$ cat src/rtl/riscv_pkg.sv
// riscv_pkg: opcode, ALU and mux-select codes plus the decoded control bundle
package riscv_pkg;
  localparam logic [6:0] OP_LUI    = 7'b0110111;
  localparam logic [6:0] OP_AUIPC  = 7'b0010111;
  localparam logic [6:0] OP_JAL    = 7'b1101111;
  localparam logic [6:0] OP_JALR   = 7'b1100111;
  localparam logic [6:0] OP_BRANCH = 7'b1100011;
  localparam logic [6:0] OP_LOAD   = 7'b0000011;
  localparam logic [6:0] OP_STORE  = 7'b0100011;
  localparam logic [6:0] OP_IMM    = 7'b0010011;
  localparam logic [6:0] OP_REG    = 7'b0110011;
  localparam logic [6:0] OP_FENCE  = 7'b0001111;
  localparam logic [6:0] OP_SYSTEM = 7'b1110011;
  localparam logic [4:0] ALU_ADD  = 5'd0;
  localparam logic [4:0] ALU_SUB  = 5'd1;
  localparam logic [4:0] ALU_AND  = 5'd2;
  localparam logic [4:0] ALU_OR   = 5'd3;
  localparam logic [4:0] ALU_XOR  = 5'd4;
  localparam logic [4:0] ALU_SLT  = 5'd5;
  localparam logic [4:0] ALU_SLTU = 5'd6;
  localparam logic [4:0] ALU_SLL  = 5'd7;
  localparam logic [4:0] ALU_SRL  = 5'd8;
  localparam logic [4:0] ALU_SRA  = 5'd9;
  localparam logic [4:0] ALU_MUL  = 5'd10;
  localparam logic [2:0] IMM_I = 3'd0;
  localparam logic [2:0] IMM_S = 3'd1;
  localparam logic [2:0] IMM_B = 3'd2;
  localparam logic [2:0] IMM_U = 3'd3;
  localparam logic [2:0] IMM_J = 3'd4;
  localparam logic [1:0] SRC_A_RS1  = 2'b00;
  localparam logic [1:0] SRC_A_PC   = 2'b01;
  localparam logic [1:0] SRC_A_ZERO = 2'b10;
  localparam logic [1:0] SRC_B_RS2  = 2'b00;
  localparam logic [1:0] SRC_B_IMM  = 2'b01;
  localparam logic [1:0] SRC_B_FOUR = 2'b10;
  localparam logic [1:0] RES_ALU = 2'b00;
  localparam logic [1:0] RES_MEM = 2'b01;
  localparam logic [1:0] RES_PC4 = 2'b10;
  typedef struct packed {
    logic       reg_write;
    logic       mem_read;
    logic       mem_write;
    logic       branch;
    logic       jump;
    logic       illegal;
    logic [4:0] alu_op;
    logic [1:0] alu_src_a;
    logic [1:0] alu_src_b;
    logic [1:0] result_src;
  } ctrl_t;
  function automatic logic [4:0] alu_base(input logic [2:0] f3, input logic alt);
    case (f3)
      3'b000:  return alt ? ALU_SUB : ALU_ADD;
      3'b001:  return ALU_SLL;
      3'b010:  return ALU_SLT;
      3'b011:  return ALU_SLTU;
      3'b100:  return ALU_XOR;
      3'b101:  return alt ? ALU_SRA : ALU_SRL;
      3'b110:  return ALU_OR;
      default: return ALU_AND;
    endcase
  endfunction
endpackage

$ cat src/rtl/decode_comb.sv
// decode_comb: combinational RV32I(+M) instruction decode to control bundle and immediate
module decode_comb
  import riscv_pkg::*;
#(
  parameter bit EN_M = 1'b0
) (
  input  logic [31:0] instr,
  output ctrl_t       ctrl,
  output logic [31:0] imm,
  output logic        uses_rs1,
  output logic        uses_rs2
);
  logic [6:0] op;
  logic [6:0] f7;
  logic [2:0] f3;
  logic [2:0] imm_src;
  logic       bad;
  ctrl_t      c;
  assign op = instr[6:0];
  assign f3 = instr[14:12];
  assign f7 = instr[31:25];
  always_comb begin
    c = '0;
    imm_src = IMM_I;
    bad = 1'b0;
    case (op)
      OP_LUI: begin
        c.reg_write = 1'b1;
        c.alu_src_a = SRC_A_ZERO;
        c.alu_src_b = SRC_B_IMM;
        imm_src = IMM_U;
      end
      OP_AUIPC: begin
        c.reg_write = 1'b1;
        c.alu_src_a = SRC_A_PC;
        c.alu_src_b = SRC_B_IMM;
        imm_src = IMM_U;
      end
      OP_JAL: begin
        c.reg_write = 1'b1;
        c.jump = 1'b1;
        c.alu_src_a = SRC_A_PC;
        c.alu_src_b = SRC_B_IMM;
        c.result_src = RES_PC4;
        imm_src = IMM_J;
      end
      OP_JALR: begin
        c.reg_write = 1'b1;
        c.jump = 1'b1;
        c.alu_src_b = SRC_B_IMM;
        c.result_src = RES_PC4;
        bad = f3 != 3'b000;
      end
      OP_BRANCH: begin
        c.branch = 1'b1;
        c.alu_op = ALU_SUB;
        imm_src = IMM_B;
        bad = f3[2:1] == 2'b01;
      end
      OP_LOAD: begin
        c.reg_write = 1'b1;
        c.mem_read = 1'b1;
        c.alu_src_b = SRC_B_IMM;
        c.result_src = RES_MEM;
        bad = f3 == 3'b011 || f3[2:1] == 2'b11;
      end
      OP_STORE: begin
        c.mem_write = 1'b1;
        c.alu_src_b = SRC_B_IMM;
        imm_src = IMM_S;
        bad = f3 > 3'b010;
      end
      OP_IMM: begin
        c.reg_write = 1'b1;
        c.alu_src_b = SRC_B_IMM;
        c.alu_op = alu_base(f3, f3 == 3'b101 && f7[5]);
        bad = f3 == 3'b001 ? f7 != 7'b0 : f3 == 3'b101 && f7 != 7'b0 && f7 != 7'b0100000;
      end
      OP_REG: begin
        c.reg_write = 1'b1;
        c.alu_op = f7 == 7'b0000001 ? ALU_MUL + 5'(f3) : alu_base(f3, f7[5]);
        bad = !(f7 == 7'b0 || (f7 == 7'b0100000 && (f3 == 3'b000 || f3 == 3'b101))
                || (f7 == 7'b0000001 && EN_M));
      end
      OP_FENCE: ;
      default: bad = 1'b1;
    endcase
    ctrl = c;
    ctrl.illegal = bad;
    if (bad) {ctrl.reg_write, ctrl.mem_read, ctrl.mem_write, ctrl.branch, ctrl.jump} = 5'b0;
  end
  assign imm = imm_src == IMM_S ? {{20{instr[31]}}, instr[31:25], instr[11:7]}
             : imm_src == IMM_B ? {{19{instr[31]}}, instr[31], instr[7], instr[30:25], instr[11:8], 1'b0}
             : imm_src == IMM_U ? {instr[31:12], 12'b0}
             : imm_src == IMM_J ? {{11{instr[31]}}, instr[31], instr[19:12], instr[20], instr[30:21], 1'b0}
             : {{20{instr[31]}}, instr[31:20]};
  assign uses_rs1 = op == OP_JALR || op == OP_BRANCH || op == OP_LOAD || op == OP_STORE
                 || op == OP_IMM || op == OP_REG;
  assign uses_rs2 = op == OP_BRANCH || op == OP_STORE || op == OP_REG;
endmodule

$ cat src/rtl/decode_stage.sv
// decode_stage: registered decode with ID/EX handshake, load-use bubbles, flush and stall count
module decode_stage
  import riscv_pkg::*;
#(
  parameter int PC_W     = 32,
  parameter bit EN_M     = 1'b0,
  parameter bit LOAD_USE = 1'b1,
  parameter int CNT_W    = 16
) (
  input  logic             clk,
  input  logic             rst,
  input  logic             if_valid_i,
  output logic             if_ready_o,
  input  logic [31:0]      if_instr_i,
  input  logic [PC_W-1:0]  if_pc_i,
  input  logic             flush_i,
  output logic             ex_valid_o,
  input  logic             ex_ready_i,
  output logic [PC_W-1:0]  ex_pc_o,
  output logic [4:0]       ex_rs1_o,
  output logic [4:0]       ex_rs2_o,
  output logic [4:0]       ex_rd_o,
  output logic [31:0]      ex_imm_o,
  output logic [2:0]       ex_funct3_o,
  output logic             ex_reg_write_o,
  output logic             ex_mem_read_o,
  output logic             ex_mem_write_o,
  output logic             ex_branch_o,
  output logic             ex_jump_o,
  output logic [4:0]       ex_alu_op_o,
  output logic [1:0]       ex_alu_src_a_o,
  output logic [1:0]       ex_alu_src_b_o,
  output logic [1:0]       ex_result_src_o,
  output logic             ex_illegal_o,
  output logic [CNT_W-1:0] stall_cnt_o
);
  ctrl_t       dec;
  ctrl_t       ex_ctrl;
  logic [31:0] dec_imm;
  logic        use_rs1;
  logic        use_rs2;
  logic [4:0]  rs1;
  logic [4:0]  rs2;
  logic        adv;
  logic        hazard;
  logic        load;
  decode_comb #(.EN_M(EN_M)) u_dec (
    .instr    (if_instr_i),
    .ctrl     (dec),
    .imm      (dec_imm),
    .uses_rs1 (use_rs1),
    .uses_rs2 (use_rs2)
  );
  assign rs1 = if_instr_i[19:15];
  assign rs2 = if_instr_i[24:20];
  assign adv = !ex_valid_o || ex_ready_i;
  assign hazard = LOAD_USE && ex_valid_o && ex_ctrl.mem_read && ex_rd_o != 5'd0
               && ((use_rs1 && rs1 == ex_rd_o) || (use_rs2 && rs2 == ex_rd_o));
  assign if_ready_o = flush_i || (adv && !hazard);
  assign load = !flush_i && !hazard && if_valid_i;
  always_ff @(posedge clk or posedge rst) begin
    if (rst) begin
      ex_valid_o <= 1'b0;
      ex_ctrl <= '0;
      ex_pc_o <= '0;
      ex_rs1_o <= '0;
      ex_rs2_o <= '0;
      ex_rd_o <= '0;
      ex_imm_o <= '0;
      ex_funct3_o <= '0;
      stall_cnt_o <= '0;
    end else begin
      if (flush_i || adv) begin
        ex_valid_o <= load;
        ex_ctrl <= load ? dec : '0;
        ex_pc_o <= if_pc_i;
        ex_rs1_o <= rs1;
        ex_rs2_o <= rs2;
        ex_rd_o <= if_instr_i[11:7];
        ex_imm_o <= dec_imm;
        ex_funct3_o <= if_instr_i[14:12];
      end
      if (if_valid_i && hazard && !flush_i && !(&stall_cnt_o))
        stall_cnt_o <= stall_cnt_o + CNT_W'(1);
    end
  end
  assign ex_reg_write_o = ex_ctrl.reg_write;
  assign ex_mem_read_o = ex_ctrl.mem_read;
  assign ex_mem_write_o = ex_ctrl.mem_write;
  assign ex_branch_o = ex_ctrl.branch;
  assign ex_jump_o = ex_ctrl.jump;
  assign ex_illegal_o = ex_ctrl.illegal;
  assign ex_alu_op_o = ex_ctrl.alu_op;
  assign ex_alu_src_a_o = ex_ctrl.alu_src_a;
  assign ex_alu_src_b_o = ex_ctrl.alu_src_b;
  assign ex_result_src_o = ex_ctrl.result_src;
endmodule

$ cat config.mk
export PLATFORM = sky130hd
export DESIGN_NAME = decode_stage
export DESIGN_NICKNAME = d
export VERILOG_FILES = /design/src/rtl/riscv_pkg.sv /design/src/rtl/decode_comb.sv /design/src/rtl/decode_stage.sv
export SDC_FILE = /design/constraint.sdc
export NUM_CORES = 1
export LEC_CHECK = 0
export ABC_AREA = 1
export BUFFER_PORTS_ARGS = -buffer_cell sky130_fd_sc_hd__buf_2
export CORE_MARGIN = 5
export CORE_UTILIZATION = 29
export DETAILED_ROUTE_END_ITERATION = 8
export PLACE_DENSITY = 0.54
export SLEW_MARGIN = 20
export SYNTH_ARGS = -nofsm -noshare
export SYNTH_HDL_FRONTEND = slang
export SYNTH_SLANG_ARGS = --single-unit
$ cat constraint.sdc
create_clock -name clk -period 7.2 [get_ports clk]
set_input_delay 0.36 -clock clk [delete_from_list [all_inputs] [get_ports clk]]
set_output_delay 0.36 -clock clk [all_outputs]
set_load 0.02 [all_outputs]
Word-level counts from Yosys, hierarchy flattened --
Index checks and enable logic that the tools add are counted.
Cells by class: add/subtract/negate cells 2, order comparisons 1, eq/ne operators 27, mux-type cells 25, reductions and logical operators 46
Operators by type and width (count):
- two-way mux 31 bit | 3
- case mux 5 bit (7 select lines) | 2
- equality test 7 x 6 -> 1 bit, second input constant | 4
- equality test 7 bit, second input constant | 3
- two-way mux 20 bit | 1
- two-way mux 17 bit | 1
- adder 16 x 1 -> 16 bit, second input constant | 1
- AND reduction 16 bit | 1
- logical AND 1 bit | 15
- case mux 5 bit (3 select lines) | 1
- equality test 7 x 5 -> 1 bit, second input constant | 2
- logical OR 1 bit | 14
- OR reduction 7 bit | 2
- equality test 3 x 2 -> 1 bit, second input constant | 4
- equality test 3 bit, second input constant | 4
- case mux 3 bit (4 select lines) | 1
- two-way mux 1 bit | 11
- equality test 5 bit | 2
- two-way mux 5 bit | 2
- case mux 2 bit (2 select lines) | 2
- equality test 7 x 1 -> 1 bit, second input constant | 1
- equality test 7 x 2 -> 1 bit, second input constant | 1
- equality test 7 x 4 -> 1 bit, second input constant | 1
- logical NOT 7 bit | 1
- 14 further kinds | 21
Word-level totals: bits in registers 116, input port bits 69, output and inout port bits 117, logic and storage cells 119

Depth between registers and ports, before layout --
word-level depth 13, gate-level depth with buffers 14, depth with buffers taken out 13

Cells and area by module --
A second synthesis with hierarchy kept.
Unflattened totals: cell total of the unflattened synthesis 687, area total of the unflattened synthesis 6073.3 um2
By module, submodules not included:
- decode_stage | instances 1, cells each 490, area an instance 5151.2 um2, sequential area each 2902.8 um2
- decode_comb | instances 1, cells each 197, area an instance 922.1 um2, sequential area each 0.0 um2

Worst setup path after synthesis --
Ideal clock, no wire load.
path kind register -> register, start point register stall_cnt_o[0], end point register stall_cnt_o[0], setup time 118 ps, arrival time 1583 ps, required time 7082 ps, path slack 5499 ps, cell stages (with the launch flop) 10, buffers on the path 0, period minus slack after synthesis 1701 ps, cell sequence dfrtp_1 > ha_1 > inv_1 > nor2_1 > nand3_1 > nor2_1 > nor2_1 > nand3_4 > xor2_1 > inv_1
Between the ends: cells in the longest elaborated chain, start to end 3, elaborated cells on any way between the ends 4, those cells by class add/sub (1); reduce/logical (3)
RTL lines:
- start, declared | RTL line decode_stage.sv:35 | output logic [CNT_W-1:0] stall_cnt_o
- start signal, assigned | RTL line decode_stage.sv:84 | stall_cnt_o <= stall_cnt_o + CNT_W'(1);
- parallel branches: the longest is 3 deep, another holds adder 16 x 1 -> 16 bit
Several ways; the timed one is not identified. A chain may end at the register's enable or synchronous reset.

Final worst setup path --
start point register ex_rd_o[2], end point output port if_ready_o
Between the ends: cells in the longest elaborated chain, start to end 7, elaborated cells on any way between the ends 11, those cells by class eq/ne (2); reduce/logical (9)
RTL lines:
- start, declared | RTL line decode_stage.sv:22 | output logic [4:0] ex_rd_o,
- start signal, assigned | RTL line decode_stage.sv:79 | ex_rd_o <= if_instr_i[11:7];
- equality test 5 bit | RTL line decode_stage.sv:58 | && ((use_rs1 && rs1 == ex_rd_o) || (use_rs2 && rs2 == ex_rd_o));
- logical AND 1 bit | RTL line decode_stage.sv:58
- logical OR 1 bit | RTL line decode_stage.sv:58
- logical AND 1 bit * | RTL line decode_stage.sv:58
- logical NOT 1 bit * | RTL line decode_stage.sv:59 | assign if_ready_o = flush_i || (adv && !hazard);
- logical AND 1 bit * | RTL line decode_stage.sv:59
- logical OR 1 bit * | RTL line decode_stage.sv:59
- end, declared | RTL line decode_stage.sv:13 | output logic if_ready_o,
Every way passes the cells marked *; elsewhere a longest branch is shown, timed or not.

==> results.md <==
* Status: finished clean
* Ys flop type: dfrtp_1
* Hold Path Class: in -> async
* Cells after Synth at 728
* Total track usage at 15.88%
* Endpoints failing setup at 0
* Rel. slew slack at 32.27%
* Register area share after synthesis at 50.87%
* CP Launch Type: register
* Worst r2r src: ex_valid_o
* Leakage power at 3.959 nW
* # rows at 51
* Final Critical Period at 2.380 ns
* Sequential Area at 2878 sq um
* Post-cts sizing count at 0
* Final ANT Viol Nets at 0
* Most used cell, CP: nand2_1
* Delay-heaviest family, CP: simple AND/OR/NAND/NOR gates
* Via/cell ratio at 4.371
* Syn Nets at 801
* Final Max Tran Viols at 0
* EDFF count, synth at 0
* Worst Path Buf+Inv at 2
* Number of CTS-inserted buffers at 17
* Yosys warnings at 0
* Layout Cells excl Fill at 1190
* Die X at 149.7 um
* Placement-stage cell area at 6818 sq um
* Final period utilization at 33.06%
* Largest net degree at the start of global routing at 90
* Filler cell count at 2060
* DP Cell Count at 1158
* #FFs+latches synth at 115
* Die Area at 22400 sq um
* Critical Path Source: ex_rd_o[2]
* CP Class: reg -> out
* CTS Root Cell: clkbuf_16
* Final hold viol count at 0
* TritonCTS clock tree: yes
* Total Wirelength at 17390 um
* Crit path DAT at 2.02 ns
* Number of I/O pins at 186
* Worst VDD drop at 0.0001290 V
* Initial antenna violation count at 0
* Hold slack at 0.1405 ns
* Synth Area per Inst at 7.770 sq um
* Global route total overflow at 0
* Wire length per cell at 14.61 um
* RSZ-0062 raised after global routing: no
* Nets@finish at 985
* Drt drc at 0
* Ys async rst share at 100.0%
* MaxCap Viol Count at 0
* Worst setup EP type: output pin
* Wire length of the first global-routing pass at 27830 um
* Die Y at 149.7 um
* Clock Sinks at 115
* Vias in the first global route at 5128
* Multi-input logic area at 2362 sq um
* Core Area at 19330 sq um
* Setup tns final at 0 ns
* Drt pass-1 iters at 5
* Post-DP HPWL at 12560 um
* Fraction of layout cells with a size suffix above 1 at 26.05%
* ANT cells at 0
* Slowest stage cell on the critical path: dfrtp_1
* Cell Pwr Density at 239.4 nW/um^2
* Crit-path max FO at 6
* Crit-path cells: inv_2 -> nand2_1 -> nand2_1 -> nor2_1 -> nand2_1 -> nor2_1 -> nand2_1 -> nand2_4 -> nand2_4 -> nand2_4 -> nand2_1 -> buf_2
* Clk_lat worst skew at 0.41 ns
* Clk_skew at 0.01081 ns
* Tightest Pin Transition at 1.016 ns
* Port bufs at 184
* Worst Path Required at 6.84 ns
* Slowest stage delay, CP at 0.48 ns
* Clk pin slew, worst setup/hold paths at 0.06 ns
* Initial Util at 29.26%
* Initial drt markers at 379
* CTS Buffer Depth at 2
* Final instance area at 7420 sq um
* Post-synth design cell area at 5657 sq um
* Hold-fix buffers, CTS at 0
* Routability cong. at 0.8311
* H-tree levels at 4
* Area Overhead vs Synth at 31.17%
* Vias at 5201
* Fmax at 420.1 MHz
* Yosys cell types at 37
* Power Total at 1.776 mW
* Post-CTS Repair Setup Buffers at 0
## sequential cells by signal (all words and copies together), names as in the netlist, 2 cells and up
signal / count
ex_imm_o: 32
ex_pc_o: 32
stall_cnt_o: 16
ex_alu_op_o: 5
ex_rd_o: 5
ex_rs1_o: 5
ex_rs2_o: 5
ex_funct3_o: 3
ex_alu_src_a_o: 2
ex_result_src_o: 2
## report_power, final
group	switching, mW	leakage [nW]	total, mW	internal [mW]
clock	0.313	0.289	0.865	0.552
combinational	0.141	2.30	0.206	0.0647
sequential	0.0223	1.37	0.706	0.683
total	0.476	3.96	1.78	1.30
## kinds of logic after synthesis
| kind of cell | after synthesis | share of synthesized area (%) |
|---|---|---|
| adder cells (fa/ha/maj) | 4 | 0.8848 |
| buffers and inverters | 102 | 7.366 |
| flip-flops | 115 | 50.87 |
| AND/OR/NAND/NOR | 407 | 30.13 |
| other | 1 | 0.06629 |
| XOR/XNOR | 12 | 1.858 |
| AO/OA/AOI/OAI | 87 | 8.826 |
## layout by cell type, fill, tap and decap left out, drive strengths merged
cell type	count
nand2	278
buf	187
dfrtp	115
inv	81
nor2	71
o21ai	38
nand3	37
a21oi	27
clkbuf	19
nand4	10
o21bai	10
xor2	9
nor3	9
o211ai	7
clkinv	6
ha	4
xnor2	3
clkinvlp	3
bufinv	3
a31oi	2
a21o	1
o32ai	1
nand3b	1
nor4	1
o31ai	1
conb	1
## cell usage after synthesis (2+ instances only)
library cell  instances  area (sq um)
inv_1                77         289.0
xnor2_1               3         26.28
buf_2                 9         45.04
nand2_4               3         33.78
xor2_1                9         78.83
nor2_2                4         25.02
nand2_1             273          1025
o21bai_1             10         75.07
nor2_4                3         33.78
ha_1                  4         50.05
nand3_1              34         170.2
buf_4                 4         30.03
nand2_2               2         12.51
nor2_1               64         240.2
dfrtp_1             115          2878
nand4_1              10         62.56
o211ai_1              7         52.55
nor3_1                8         40.04
a21oi_1              26         130.1
clkbuf_1              7         26.28
o21ai_0              35         175.2
nand3_2               2         20.02
inv_2                 3         11.26
o21ai_1               3         15.01
## layout make-up
cell class / instances / area share (%)
multi-input combinational: 511 / 31.84
timing repair buffer: 187 / 12.72
clock inverter: 13 / 2.142
inverter: 80 / 4.081
clock buffer: 19 / 5.970
sequential: 115 / 38.79
tap: 265 / 4.469
## metal layers
layer | track usage, % | part of all wire (%)
met1 | 21.68 | 47
met2 | 25.09 | 46
met3 | 4.452 | 6.3
met4 | 3.797 | 1.0
met5 | 0 | 0
## metrics by stage
stage	utilization [%]	setup slack, ns
after floorplan	-	3.796
after global placement	35.26	4.809
after detailed placement	35.26	4.734
after CTS	38.37	4.772
after global routing	38.37	4.547
final	38.37	4.820
## final timing paths
kind                                end  slack (ns)  cells past startpoint
hold reg to reg             ex_pc_o[26]        0.47                      2
max in group asynchronous    ex_rd_o[1]        5.89                      3
hold / removal              ex_pc_o[11]        0.14                      2
setup / recovery             if_ready_o        4.82                     12
setup reg to reg           ex_imm_o[25]        5.10                      9
min in group clk            ex_pc_o[11]        0.14                      3
## worst register-to-register path: cells and delay by family, from the launching register on
family / cells / cell delay [ns]
DFF: 1 / 0.39
buffers and inverters: 5 / 1.20
AOI/OAI and AO/OA: 2 / 0.29
and+or+nand+nor: 2 / 0.08
(Power assumes the default switching activity.)
